==> src/rtl/lsu_pkg.sv <==
// Shared types and constants for the load/store unit: FSM states, funct3 codes,
// access-size field and base byte-enable patterns.
package lsu_pkg;

    typedef enum logic [1:0] {
        S_IDLE = 2'd0,
        S_REQ  = 2'd1,
        S_DONE = 2'd2
    } lsu_state_e;

    localparam logic [2:0] F3_LB  = 3'b000;
    localparam logic [2:0] F3_LH  = 3'b001;
    localparam logic [2:0] F3_LW  = 3'b010;
    localparam logic [2:0] F3_LBU = 3'b100;
    localparam logic [2:0] F3_LHU = 3'b101;

    localparam logic [2:0] F3_SB  = 3'b000;
    localparam logic [2:0] F3_SH  = 3'b001;
    localparam logic [2:0] F3_SW  = 3'b010;

    localparam logic [1:0] SIZE_BYTE = 2'b00;
    localparam logic [1:0] SIZE_HALF = 2'b01;
    localparam logic [1:0] SIZE_WORD = 2'b10;

    localparam logic [3:0] BE_BYTE = 4'b0001;
    localparam logic [3:0] BE_HALF = 4'b0011;
    localparam logic [3:0] BE_WORD = 4'b1111;

    function automatic logic funct3_valid(input logic is_store, input logic [2:0] f3);
        if (is_store)
            return (f3 == F3_SB) || (f3 == F3_SH) || (f3 == F3_SW);
        return (f3 == F3_LB) || (f3 == F3_LH) || (f3 == F3_LW) ||
               (f3 == F3_LBU) || (f3 == F3_LHU);
    endfunction

endpackage

==> src/rtl/lsu_lane_align.sv <==
// Combinational lane steering: byte enables and replicated store data for the
// bus, and extraction plus sign/zero extension of the returned load lane.
module lsu_lane_align
    import lsu_pkg::*;
(
    input  logic [2:0]  i_funct3,
    input  logic [1:0]  i_addr_lo,
    input  logic [31:0] i_store_data,
    input  logic [31:0] i_mem_rdata,
    output logic [3:0]  o_be,
    output logic [31:0] o_wdata,
    output logic [31:0] o_load_value
);

    logic [7:0]  w_byte;
    logic [15:0] w_half;
    logic        w_signed;

    assign w_byte   = 8'(i_mem_rdata >> {i_addr_lo, 3'b000});
    assign w_half   = 16'(i_mem_rdata >> {i_addr_lo[1], 4'b0000});
    assign w_signed = ~i_funct3[2];

    // Halfword and word accesses ignore the low address bits they cannot use.
    always_comb begin
        o_be         = BE_WORD;
        o_wdata      = i_store_data;
        o_load_value = i_mem_rdata;
        case (i_funct3[1:0])
            SIZE_BYTE: begin
                o_be         = BE_BYTE << i_addr_lo;
                o_wdata      = {4{i_store_data[7:0]}};
                o_load_value = {{24{w_byte[7] & w_signed}}, w_byte};
            end
            SIZE_HALF: begin
                o_be         = BE_HALF << {i_addr_lo[1], 1'b0};
                o_wdata      = {2{i_store_data[15:0]}};
                o_load_value = {{16{w_half[15] & w_signed}}, w_half};
            end
            default: begin
                o_be         = BE_WORD;
                o_wdata      = i_store_data;
                o_load_value = i_mem_rdata;
            end
        endcase
    end

endmodule

==> src/rtl/load_store_unit.sv <==
// Single-outstanding load/store unit: IDLE -> REQ -> DONE with ack timeout.
// Define LSU_MISALIGN_TRAP_EN to fault misaligned halfword/word accesses.
module load_store_unit
    import lsu_pkg::*;
#(
    parameter int WAIT_LIMIT = 16
) (
    input  logic        clk,
    input  logic        rst,
    input  logic        i_ld_req,
    input  logic        i_st_req,
    input  logic [2:0]  i_funct3,
    input  logic [31:0] i_read_address,
    input  logic [31:0] i_write_address,
    input  logic [31:0] i_store_data,
    input  logic        i_mem_ack,
    input  logic [31:0] i_mem_rdata,
    output logic        o_mem_req,
    output logic        o_mem_we,
    output logic [31:0] o_mem_addr,
    output logic [31:0] o_mem_wdata,
    output logic [3:0]  o_mem_be,
    output logic [31:0] o_load_data,
    output logic        o_rd_valid,
    output logic        o_done,
    output logic        o_error,
    output logic        o_busy
);

    localparam int CNT_W = (WAIT_LIMIT > 1) ? $clog2(WAIT_LIMIT) : 1;
    localparam logic [CNT_W-1:0] CNT_LAST = CNT_W'(WAIT_LIMIT - 1);

    lsu_state_e       r_state;
    lsu_state_e       w_next_state;
    logic [CNT_W-1:0] r_count;
    logic [CNT_W-1:0] w_count_next;
    logic             r_err;
    logic             w_err_next;
    logic             r_is_store;
    logic [2:0]       r_funct3;
    logic [31:0]      r_addr;
    logic [31:0]      r_data;
    logic [31:0]      r_load_data;

    logic             w_capture;
    logic             w_load_latch;
    logic             w_in_req;
    logic             w_in_done;
    logic [31:0]      w_in_addr;
    logic             w_in_valid;
    logic             w_misalign;
    logic [3:0]       w_be;
    logic [31:0]      w_wdata;
    logic [31:0]      w_load_value;

    assign w_in_addr  = i_st_req ? i_write_address : i_read_address;
    assign w_in_valid = funct3_valid(i_st_req, i_funct3);

`ifdef LSU_MISALIGN_TRAP_EN
    assign w_misalign = ((i_funct3[1:0] == SIZE_HALF) && w_in_addr[0]) ||
                        ((i_funct3[1:0] == SIZE_WORD) && (w_in_addr[1:0] != 2'b00));
`else
    assign w_misalign = 1'b0;
`endif

    // Rejected requests (dual, bad funct3, trapped misalignment) skip REQ entirely.
    always_comb begin
        w_next_state = r_state;
        w_count_next = r_count;
        w_err_next   = r_err;
        w_capture    = 1'b0;
        w_load_latch = 1'b0;
        case (r_state)
            S_IDLE: begin
                w_count_next = '0;
                if (i_ld_req && i_st_req) begin
                    w_next_state = S_DONE;
                    w_err_next   = 1'b1;
                end else if (i_ld_req || i_st_req) begin
                    w_capture = 1'b1;
                    if (!w_in_valid || w_misalign) begin
                        w_next_state = S_DONE;
                        w_err_next   = 1'b1;
                    end else begin
                        w_next_state = S_REQ;
                        w_err_next   = 1'b0;
                    end
                end
            end
            S_REQ: begin
                if (i_mem_ack) begin
                    w_next_state = S_DONE;
                    w_err_next   = 1'b0;
                    w_load_latch = !r_is_store;
                end else if (r_count == CNT_LAST) begin
                    w_next_state = S_DONE;
                    w_err_next   = 1'b1;
                end else begin
                    w_count_next = r_count + 1'b1;
                end
            end
            S_DONE: begin
                w_next_state = S_IDLE;
                w_err_next   = 1'b0;
            end
            default: begin
                w_next_state = S_IDLE;
                w_err_next   = 1'b0;
            end
        endcase
    end

    always_ff @(posedge clk or posedge rst) begin
        if (rst) begin
            r_state <= S_IDLE;
            r_count <= '0;
            r_err   <= 1'b0;
        end else begin
            r_state <= w_next_state;
            r_count <= w_count_next;
            r_err   <= w_err_next;
        end
    end

    always_ff @(posedge clk or posedge rst) begin
        if (rst) begin
            r_is_store  <= 1'b0;
            r_funct3    <= 3'b000;
            r_addr      <= '0;
            r_data      <= '0;
            r_load_data <= '0;
        end else begin
            if (w_capture) begin
                r_is_store <= i_st_req;
                r_funct3   <= i_funct3;
                r_addr     <= w_in_addr;
                r_data     <= i_store_data;
            end
            if (w_load_latch)
                r_load_data <= w_load_value;
        end
    end

    lsu_lane_align u_lane_align (
        .i_funct3     (r_funct3),
        .i_addr_lo    (r_addr[1:0]),
        .i_store_data (r_data),
        .i_mem_rdata  (i_mem_rdata),
        .o_be         (w_be),
        .o_wdata      (w_wdata),
        .o_load_value (w_load_value)
    );

    // Bus outputs are gated by state so reset clears them without waiting for a clock.
    assign w_in_req    = (r_state == S_REQ);
    assign w_in_done   = (r_state == S_DONE);
    assign o_mem_req   = w_in_req;
    assign o_mem_we    = w_in_req & r_is_store;
    assign o_mem_addr  = w_in_req ? {r_addr[31:2], 2'b00} : 32'h0;
    assign o_mem_wdata = w_in_req ? w_wdata : 32'h0;
    assign o_mem_be    = w_in_req ? w_be : 4'h0;
    assign o_load_data = r_load_data;
    assign o_done      = w_in_done;
    assign o_error     = w_in_done & r_err;
    assign o_rd_valid  = w_in_done & ~r_err & ~r_is_store;
    assign o_busy      = (r_state != S_IDLE);

endmodule

==> config.mk <==
export PLATFORM = sky130hd
export DESIGN_NAME = load_store_unit
export DESIGN_NICKNAME = d
export VERILOG_FILES = /design/src/rtl/lsu_pkg.sv /design/src/rtl/lsu_lane_align.sv /design/src/rtl/load_store_unit.sv
export SDC_FILE = /design/constraint.sdc
export NUM_CORES = 1
export LEC_CHECK = 0
export CORE_MARGIN = 3
export CORE_UTILIZATION = 43
export DETAILED_ROUTE_END_ITERATION = 12
export PLACE_DENSITY_LB_ADDON = 0.2
export SKIP_LAST_GASP = 1
export SYNTH_ARGS = -nofsm -noshare
export SYNTH_HDL_FRONTEND = slang
export SYNTH_SLANG_ARGS = --single-unit
==> constraint.sdc <==
create_clock -name clk -period 4.6 [get_ports clk]
set_input_delay 1.15 -clock clk [delete_from_list [all_inputs] [get_ports clk]]
set_output_delay 1.15 -clock clk [all_outputs]
set_load 0.005 [all_outputs]
==> results of run 1 <==
[layout by cell type, fill, tap and decap left out, types with 2 or more instances in the layout]
cell type,Yosys,routed
nor2_1,96,96
ha_1,3,3
inv_1,6,5
clkdlybuf4s50_1,0,238
mux2_2,43,43
a311oi_1,2,2
a32oi_1,7,7
a22oi_1,7,7
a21oi_1,71,71
nor3b_1,2,2
nand2b_1,2,2
o21ai_0,8,8
mux2i_1,50,50
a21oi_2,2,2
buf_4,5,5
nor2b_1,2,2
a221o_1,7,7
nor3_1,3,3
and3_1,2,2
conb_1,1,2
dfrtp_1,107,106
a22o_1,8,8
nand2_1,39,39
clkbuf_16,0,9
and2_1,41,40
a31oi_1,7,7
clkbuf_8,0,2
[stage by stage]
step	instance area [sq um]	setup WS (ns)
final	8420	0.924
after floorplan	5680	0.633
after CTS	8420	0.959
after detailed placement	8130	1.22
after global routing	8420	0.811
after global placement	8130	1.33
[sequential cells by signal, summed over array words and instances (netlist names)]
| signal | cells |
|---|---|
| r_count | 4 |
| r_is_store | 1 |
| r_funct3 | 3 |
| r_state | 2 |
| o_load_data | 32 |
| r_data | 32 |
| r_addr | 32 |
| r_err | 1 |
[critical path, cell delays in order (launching register included)]
cell and delay (ns):
dfrtp_1 0.66, nor2b_1 0.86, nor3_1 0.15, clkdlybuf4s50_1 0.50
[logic make-up (layout without fill, tap and decap cells)]
| kind of cell | after synthesis | count (layout) | share of synthesized area (%) |
|---|---|---|---|
| AO/OA/AOI/OAI | 125 | 125 | 14.0 |
| XOR/XNOR | 1 | 1 | 0.154 |
| adder cells (fa/ha/maj) | 3 | 3 | 0.661 |
| buffers and inverters | 54 | 269 | 4.36 |
| flip-flops | 107 | 107 | 47.2 |
| multiplexers | 93 | 93 | 17.3 |
| other | 1 | 2 | 0.0660 |
| AND/OR/NAND/NOR | 197 | 197 | 16.2 |
[area by class of cell]
type | count | area (sq um)
Inverter | 8 | 32.5
Timing Repair Buffer | 245 | 2440
Fill cell | 1006 | 4350
Clock buffer | 12 | 256
Sequential cell | 107 | 2680
Clock inverter | 4 | 32.5
Multi-Input combinational cell | 421 | 2760
Tap cell | 172 | 215
[metal layers]
layer	global-route usage, %	share of wire (%)	vias up
li1	-	-	2436
met1	28.5	41	2460
met2	37.2	50	220
met3	7.04	7.7	31
met4	6.52	1.6	0
met5	0	0	-
[power by group through the flow]
| stage | Combinational [uW] | Clock [uW] | Sequential (uW) |
|---|---|---|---|
| finish | 2400 | 763 | 1800 |
| global route | 2630 | 812 | 1860 |
| CTS | 2420 | 777 | 1800 |
| detailed placement | 2410 | 0 | 1810 |
| global placement | 2350 | 0 | 1780 |
| floorplan | 1440 | 0 | 1640 |
[final timing paths]
kind	start	to	slack [ns]	depth (start not counted)
worst max-delay path	r_addr[1]	o_mem_be[1]	0.92	3
worst min-delay path	o_load_data[7]	o_load_data[7]	0.50	2
worst max register to register	r_state[1]	o_load_data[22]	2.05	5
worst min register to register	o_load_data[7]	o_load_data[7]	0.50	2
max in group asynchronous	rst	o_load_data[17]	2.52	3
min in group asynchronous	rst	r_data[16]	1.34	2
==> metrics, run 1 <==
status completed; diode count 0; Area growth syn-to-layout 48.3%; largest net degree at the start of global routing 74; EDFF count, synth 0; Worst EP arrival 2.53 ns; endpoints failing hold 0; layout cell share with drive strength beyond 1 9.66%; CTS tree done; cell with the most instances after synthesis dfrtp_1; peak supply drop 311 uV; FF+latch count, synth 107; Worst Setup Start Kind flop; DR vias 5,147; Total Power 4960 uW; Max Cap Viol 0; library cells used by synthesis 47; YS warnings 0; setup bufs post-CTS 0; mapped cell area 5680 sq um; GRT Total Usage 22.5%; Synth area leaders dfrtp_1, mux2i_1, mux2_2, nor2_1, a21oi_1; Die ar. 14,600 sq um; maximum clock path buffer count 2; Finished Layout Cells 969; iteration count of the initial detailed-routing pass 6; nets 931; fin. max-slew vios 0; I/O Pins 242; CORE AREA 12,800 sq um; starting DRC count in detailed routing 219; Clock power frac 15.4%; asr flop ratio synth 100%; Seq pwr share 36.3%; ys flop type dfrtp_1; largest area contributor in the netlist dfrtp_1; CTS buffer count 9; clk_skew 0.00822 ns; final RePlAce weighted congestion 0.825; Post-CTS Hold Buffers 0; H-tree depth 3; P_int 3160 uW; Slew @ Worst Pin 1.01 ns; Setup crit end kind output port; total grt overflow 0; vias in the first global route 5,185; Req. time, crit path 3.45 ns; Cell Rows 41; post-placement cell count 953; clock slew at reported path FFs 0.07 ns; first-pass GRT wire length 25,800 microns; CTS sink count 107; Final Cycle Share 79.9%; NetSw 1810 uW; vias per cell 5.31; sw frac 36.4%; TNS Setup 0 ns; Root Buffer clkbuf_16; Setup CP Type reg -> out; DIE WIDTH 121 microns; Avg Cell Area, Syn 9.77 sq um; combinational group share of total power 48.3%; DRC Markers 0; P per Cell Area 590 nW/um^2; endpoints failing setup 0; post-CTS resize count 0; final WL 16,900 microns; initial antenna violation count 0; Port Buffers 239; top achievable clock speed 272 MHz; Leakage 0.00350 uW; most instantiated cells after synthesis dfrtp_1, nor2_1, a21oi_1; final core utilization 65.9%; Skew-Pair Late Insertion Delay 0.36 ns; die height 121 microns; ANT nets after route 0; Min-Delay Path Class reg -> reg; Max FO, Critical Path 16; hold_ws 0.498 ns; RSZ-0062 raised after global routing no; Final HPWL DP 12,400 microns; minimum clock period 3.68 ns; top-area cell type share of the netlist area 47.2%; Slew HR 32.7%; Seq/Total Area, Yosys 47.2%; Syn Inst Count 581; WL per Instance 17.4 microns; Initial Utilization 44.5%
Note: power is estimated with default switching activity, not from simulation.
==> run 2, diff against run 1 <==
- CORE_UTILIZATION: 43 -> 39
- clock period: 4.6 -> 3.3 ns (I/O delays scaled with it)
==> run 2 against run 1 <==
  * Die area is 9.7% higher
  * Combinational power rose by 43%
  * Via count shrank 0.80%
  * Count of clock-buffer cells in the layout rose by 2
  * Worst setup slack lost 0.75 ns
  * Clock power is 32% higher
  * Non-clock buffer count grew 5
  * Hold slack worse by 0.0038 ns
  * Critical path type unchanged
  * Critical endpoint is now o_mem_be[0]
  * Largest cell class unchanged
==> metrics, run 2 (same netlist as run 1, synthesis figures left out) <==
status completed; Max Cap Viol 0; Min-Delay Path Class reg -> reg; Slew @ Worst Pin 0.776 ns; Post-CTS Hold Buffers 0; post-CTS resize count 0; P per Cell Area 818 nW/um^2; vias in the first global route 5,267; Setup crit end kind output port; H-tree depth 3; WL per Instance 17.8 microns; critical path depth 4; total grt overflow 0; diode count 0; DIE WIDTH 127 microns; Setup CP Type reg -> out; Cell Rows 43; CTS buffer count 9; DR vias 5,106; reg2reg path depth 5; starting DRC count in detailed routing 457; Area growth syn-to-layout 49.2%; biggest cell delay along the critical path 0.69 ns; Slew HR 48.2%; setup bufs post-CTS 0; Root Buffer clkbuf_16; Worst Setup Start Kind flop; final RePlAce weighted congestion 0.866; top achievable clock speed 320 MHz; fin. max-slew vios 0; first-pass GRT wire length 27,900 microns; CTS tree done; vias per cell 5.20; DRC Markers 0; Final HPWL DP 13,300 microns; Skew-Pair Late Insertion Delay 0.35 ns; nets 936; critical path buffer and inverter count 2; Req. time, crit path 2.47 ns; most common cell after layout, fill and taps aside clkdlybuf4s50_1; Die ar. 16,000 sq um; ANT nets after route 0; peak supply drop 335 uV; CORE AREA 14,000 sq um; RSZ-0062 raised after global routing yes; Crit-path slowest cell dfrtp_1; Final Cycle Share 94.7%; Total Power 6930 uW; delay-heaviest family, CP buffers and inverters; I/O Pins 242; Port Buffers 239; Worst EP arrival 2.30 ns; most frequent cells in the layout clkdlybuf4s50_1, dfrtp_1, nor2_1; CTS sink count 107; Cell Chain, Critical Path clkinv_1, a21oi_1, nor2_1, clkdlybuf4s50_1; hold depth 2; die height 127 microns; Initial Utilization 40.4%; maximum clock path buffer count 2; clock slew at reported path FFs 0.06 ns; TNS Setup 0 ns; GRT Total Usage 21.8%; endpoints failing setup 0; iteration count of the initial detailed-routing pass 5; layout cell share with drive strength beyond 1 10.1%; Filler cells 1,198; initial antenna violation count 0; Leakage 0.00352 uW; minimum clock period 3.13 ns; Max FO, Critical Path 15; endpoints failing hold 0; clk_skew 0.00911 ns; largest net degree at the start of global routing 44; final WL 17,500 microns
## run 2: cell count changes in the layout (fill, tap and decap cells not counted)
cell      change
buf_4         +4
clkbuf_1      +2
buf_12        +1
clkinv_2      +1
dfrtp_1       -1
dfrtp_2       +1
inv_2         -1
inv_6         -1
inv_8         -1
## run 2: path summary, 6_finish.rpt
| kind | slack [ns] | to | start |
|---|---|---|---|
| hold / removal | 0.49 | o_load_data[7] | o_load_data[7] |
| hold reg to reg | 0.49 | o_load_data[7] | o_load_data[7] |
| setup reg to reg | 0.82 | o_load_data[18] | r_state[1] |
| setup / recovery | 0.17 | o_mem_be[0] | r_addr[1] |
| min in group asynchronous | 0.90 | r_data[0] | rst |
| max in group asynchronous | 1.79 | o_load_data[5] | rst |
## run 2: worst min-delay path, stage by stage (launching register included)
cell and delay [ns]:
dfrtp_1 0.34, nand2_1 0.05, o21ai_0 0.07
## run 2: cell type report
cell class / count / area, sq um / share of cell area, %
clock inverters: 2 / 10.0 / 0.118
inverters: 8 / 36.3 / 0.428
clock buffers: 14 / 264 / 3.12
multi-input cells: 421 / 2760 / 32.6
flip-flops and latches: 107 / 2680 / 31.6
repair buffers: 250 / 2490 / 29.5
well taps: 180 / 225 / 2.66
## run 2: per-layer routing
layer | up-vias | track usage [%] | part of all wire, %
met5 | - | 0 | 0
met4 | 0 | 7.13 | 1.7
met3 | 20 | 4.13 | 6.5
met2 | 188 | 35.6 | 49
met1 | 2459 | 29.4 | 43
li1 | 2439 | - | -
## run 2: stage by stage
step	instances	hold WS (ns)	setup slack [ns]	instance area, sq um	util [%]
3_5_place_dp	966	0.487	0.392	8190	58.3
3_3_place_gp	966	0.477	0.440	8190	58.3
4_1_cts	982	0.502	0.0957	8470	60.3
2_1_floorplan	582	0.473	0.602	5690	-
5_1_grt	982	0.518	-0.0128	8470	60.3
6_report	982	0.494	0.174	8470	60.3
## run 2: report_power, final
part	internal [uW]	total, uW	switching (uW)
clock network	552	1010	457
registers	1950	2500	543
logic	1910	3420	1510
==> run 3, diff against run 2 <==
--- a/config.mk
+++ b/config.mk
@@ -8,3 +8,3 @@
 export CORE_MARGIN = 3
-export CORE_UTILIZATION = 39
+export CORE_UTILIZATION = 40
 export DETAILED_ROUTE_END_ITERATION = 12
@@ -14,2 +14,3 @@
 export SYNTH_HDL_FRONTEND = slang
+export SYNTH_HIERARCHICAL = 1
 export SYNTH_SLANG_ARGS = --single-unit
--- a/constraint.sdc
+++ b/constraint.sdc
@@ -3,2 +3,2 @@
 set_output_delay 0.825 -clock clk [all_outputs]
-set_load 0.005 [all_outputs]
+set_load 0.01 [all_outputs]
==> run 3 against run 2 <==
  * Hold slack worse by 0.0031 ns
  * Worst setup slack better by 0.040 ns
  * Maximum frequency up 1.3%
  * Wire length up 3.4%
  * Critical endpoint is now o_mem_wdata[27]
  * Highest routed layer unchanged
  * Largest cell class unchanged
==> metrics, run 3 <==
largest net degree at the start of global routing 101; DRC Markers 0; Seq/Total Area, Yosys 43.2%; Min-Delay Path Class reg -> reg; Crit Reg-Reg Startpoint r_addr[1]; Req. time, crit path 2.47 ns; dpl cell area 8630 sq um; Final Cell Area 8970 sq um; H-tree depth 3; Syn Inst Count 600; clock slew at reported path FFs 0.07 ns; Compound-Gate Fraction of Synth Area 11.1%; die height 131 microns; final core utilization 60.4%; largest area contributor in the netlist dfrtp_1; GRT Total Usage 21.0%; WL per Instance 18.1 microns; EDFF count, synth 0; Cell Chain, Critical Path nand2b_4, inv_1, buf_4, and2_1, clkdlybuf4s50_1; Post-CTS Hold Buffers 0; ANT nets after route 0; initial antenna violation count 0; mux cell area share after synthesis 22.2%; TNS Setup 0 ns; status completed; Setup crit end kind output port; Setup CP Type reg -> out; Slew @ Worst Pin 0.831 ns; reg2reg path depth 5; clk_skew 0.00687 ns; vias per cell 5.25; layout cell share with drive strength beyond 1 14.7%; top achievable clock speed 324 MHz; CTS sink count 107; peak supply drop 428 uV; first-pass GRT wire length 28,000 microns; Area growth syn-to-layout 44.7%; biggest cell delay along the critical path 0.59 ns; Post-Synth Simple-Gate Area 16.7%; diode count 0; Worst Setup Start Kind flop; CORE AREA 14,900 sq um; library cells used by synthesis 49; CTS tree done; Max Cap Viol 0; Die ar. 17,000 sq um; xor/xnor cell area share of the yosys netlist 0%; post-placement cell count 983; Slew HR 44.5%; Skew-Pair Late Insertion Delay 0.35 ns; Worst EP arrival 2.26 ns; Final HPWL DP 13,300 microns; Cell Rows 44; CTS buffer count 9; final WL 18,100 microns; P per Cell Area 829 nW/um^2; endpoints failing setup 0; Avg Cell Area, Syn 10.3 sq um; R2R setup slack 1.23 ns; endpoints failing hold 0; mapped cell area 6200 sq um; Port Buffers 239; maximum clock path buffer count 2; final RePlAce weighted congestion 0.867; most instantiated cells after synthesis dfrtp_1, mux2_2, and2_1; CP endpoint o_mem_wdata[27]; Filler cells 1,234; total grt overflow 0; most common cell after layout, fill and taps aside clkdlybuf4s50_1; Root Buffer clkbuf_16; Crit-path slowest cell clkdlybuf4s50_1; FF+latch count, synth 107; vias in the first global route 5,409; Finished Layout Cells 999; fin. max-slew vios 0; Max FO, Critical Path 41; DR vias 5,240; Initial Utilization 41.7%; post-CTS resize count 0; Leakage 0.00380 uW; setup bufs post-CTS 0; main combinational cell family by area after synthesis multiplexers; asr flop ratio synth 100%; cell with the most instances after synthesis dfrtp_1; ys flop type dfrtp_1; nets 949; iteration count of the initial detailed-routing pass 5; DIE WIDTH 131 microns; adder-cell share of the synthesized area 0.605%; most frequent cells in the layout clkdlybuf4s50_1, dfrtp_1, mux2_2; RSZ-0062 raised after global routing no; top-area cell type share of the netlist area 43.2%; Synth area leaders dfrtp_1, mux2_2, mux2i_1, and2_1, nor2_1; I/O Pins 242; CP startpoint r_state[1]; YS warnings 6; minimum clock period 3.09 ns; Final Cycle Share 93.5%; starting DRC count in detailed routing 299; FF-to-FF End o_load_data[28]
[run 3: cell count changes after synthesis, moves of 7 or more]
cell | before | now
nor2_1 | 96 | 47
a21oi_1 | 71 | 35
mux2_2 | 43 | 75
and2_1 | 41 | 69
nor2b_1 | 2 | 20
o22ai_1 | 0 | 17
buf_4 | 5 | 17
a22o_1 | 8 | 1
a32oi_1 | 7 | 0
o221ai_1 | 0 | 7
[run 3: through the flow]
step / power [uW] / setup slack, ns / hold slack, ns
2_1_floorplan: 4740 / 0.750 / 0.475
3_3_place_gp: 6120 / 0.523 / 0.469
3_5_place_dp: 6220 / 0.483 / 0.480
4_1_cts: 7490 / 0.219 / 0.496
5_1_grt: 7930 / 0.0776 / 0.522
6_report: 7440 / 0.214 / 0.491
[run 3: cell type report]
| class | instances | area [sq um] | share of cell area [%] |
|---|---|---|---|
| multi-input combinational | 430 | 3150 | 35.1 |
| tap | 184 | 230 | 2.57 |
| clock inverter | 7 | 114 | 1.27 |
| clock buffer | 9 | 225 | 2.51 |
| timing repair buffer | 254 | 2540 | 28.3 |
| inverter | 8 | 33.8 | 0.377 |
| sequential | 107 | 2680 | 29.9 |
[run 3: worst max-delay path: cells and delay by family (launching register included)]
kind | cells | cell delay [ns]
AND/OR/NAND/NOR | 2 | 0.39
flip-flops | 1 | 0.50
buffers and inverters | 3 | 0.99
[run 3: worst min path at each step]
| stage | start | to | slack, ns | depth (start not counted) |
|---|---|---|---|---|
| after floorplan | r_data[16] | r_data[16] | 0.47 | 1 |
| after global placement | o_load_data[0] | o_load_data[0] | 0.47 | 1 |
| after detailed placement | o_load_data[19] | o_load_data[19] | 0.48 | 1 |
| after CTS | o_load_data[19] | o_load_data[19] | 0.50 | 1 |
| after global routing | o_load_data[19] | o_load_data[19] | 0.52 | 1 |
| final | o_load_data[19] | o_load_data[19] | 0.49 | 1 |
[run 3: metal layers]
layer / part of all wire, % / global-route usage (%) / wire length [microns]
met1: 40 / 26.0 / 7310
met2: 50 / 35.2 / 9020
met3: 8.5 / 7.36 / 1540
met4: 1.3 / 5.57 / 244
met5: 0 / 0 / 0
[run 3: cells by family (layout without fill, tap and decap cells)]
family,count (synthesis),in the layout
muxes,127,127
adders and majority gates,3,3
DFF,107,107
buffers and inverters,64,278
and+or+nand+nor,197,197
AOI/OAI and AO/OA,101,101
other,1,2
[run 3: report_power, final]
part,leakage (uW),internal [uW],switching (uW)
clock network,0.000170,741,494
logic,0.00237,2070,1750
registers,0.00126,1930,452
total,0.00380,4740,2700
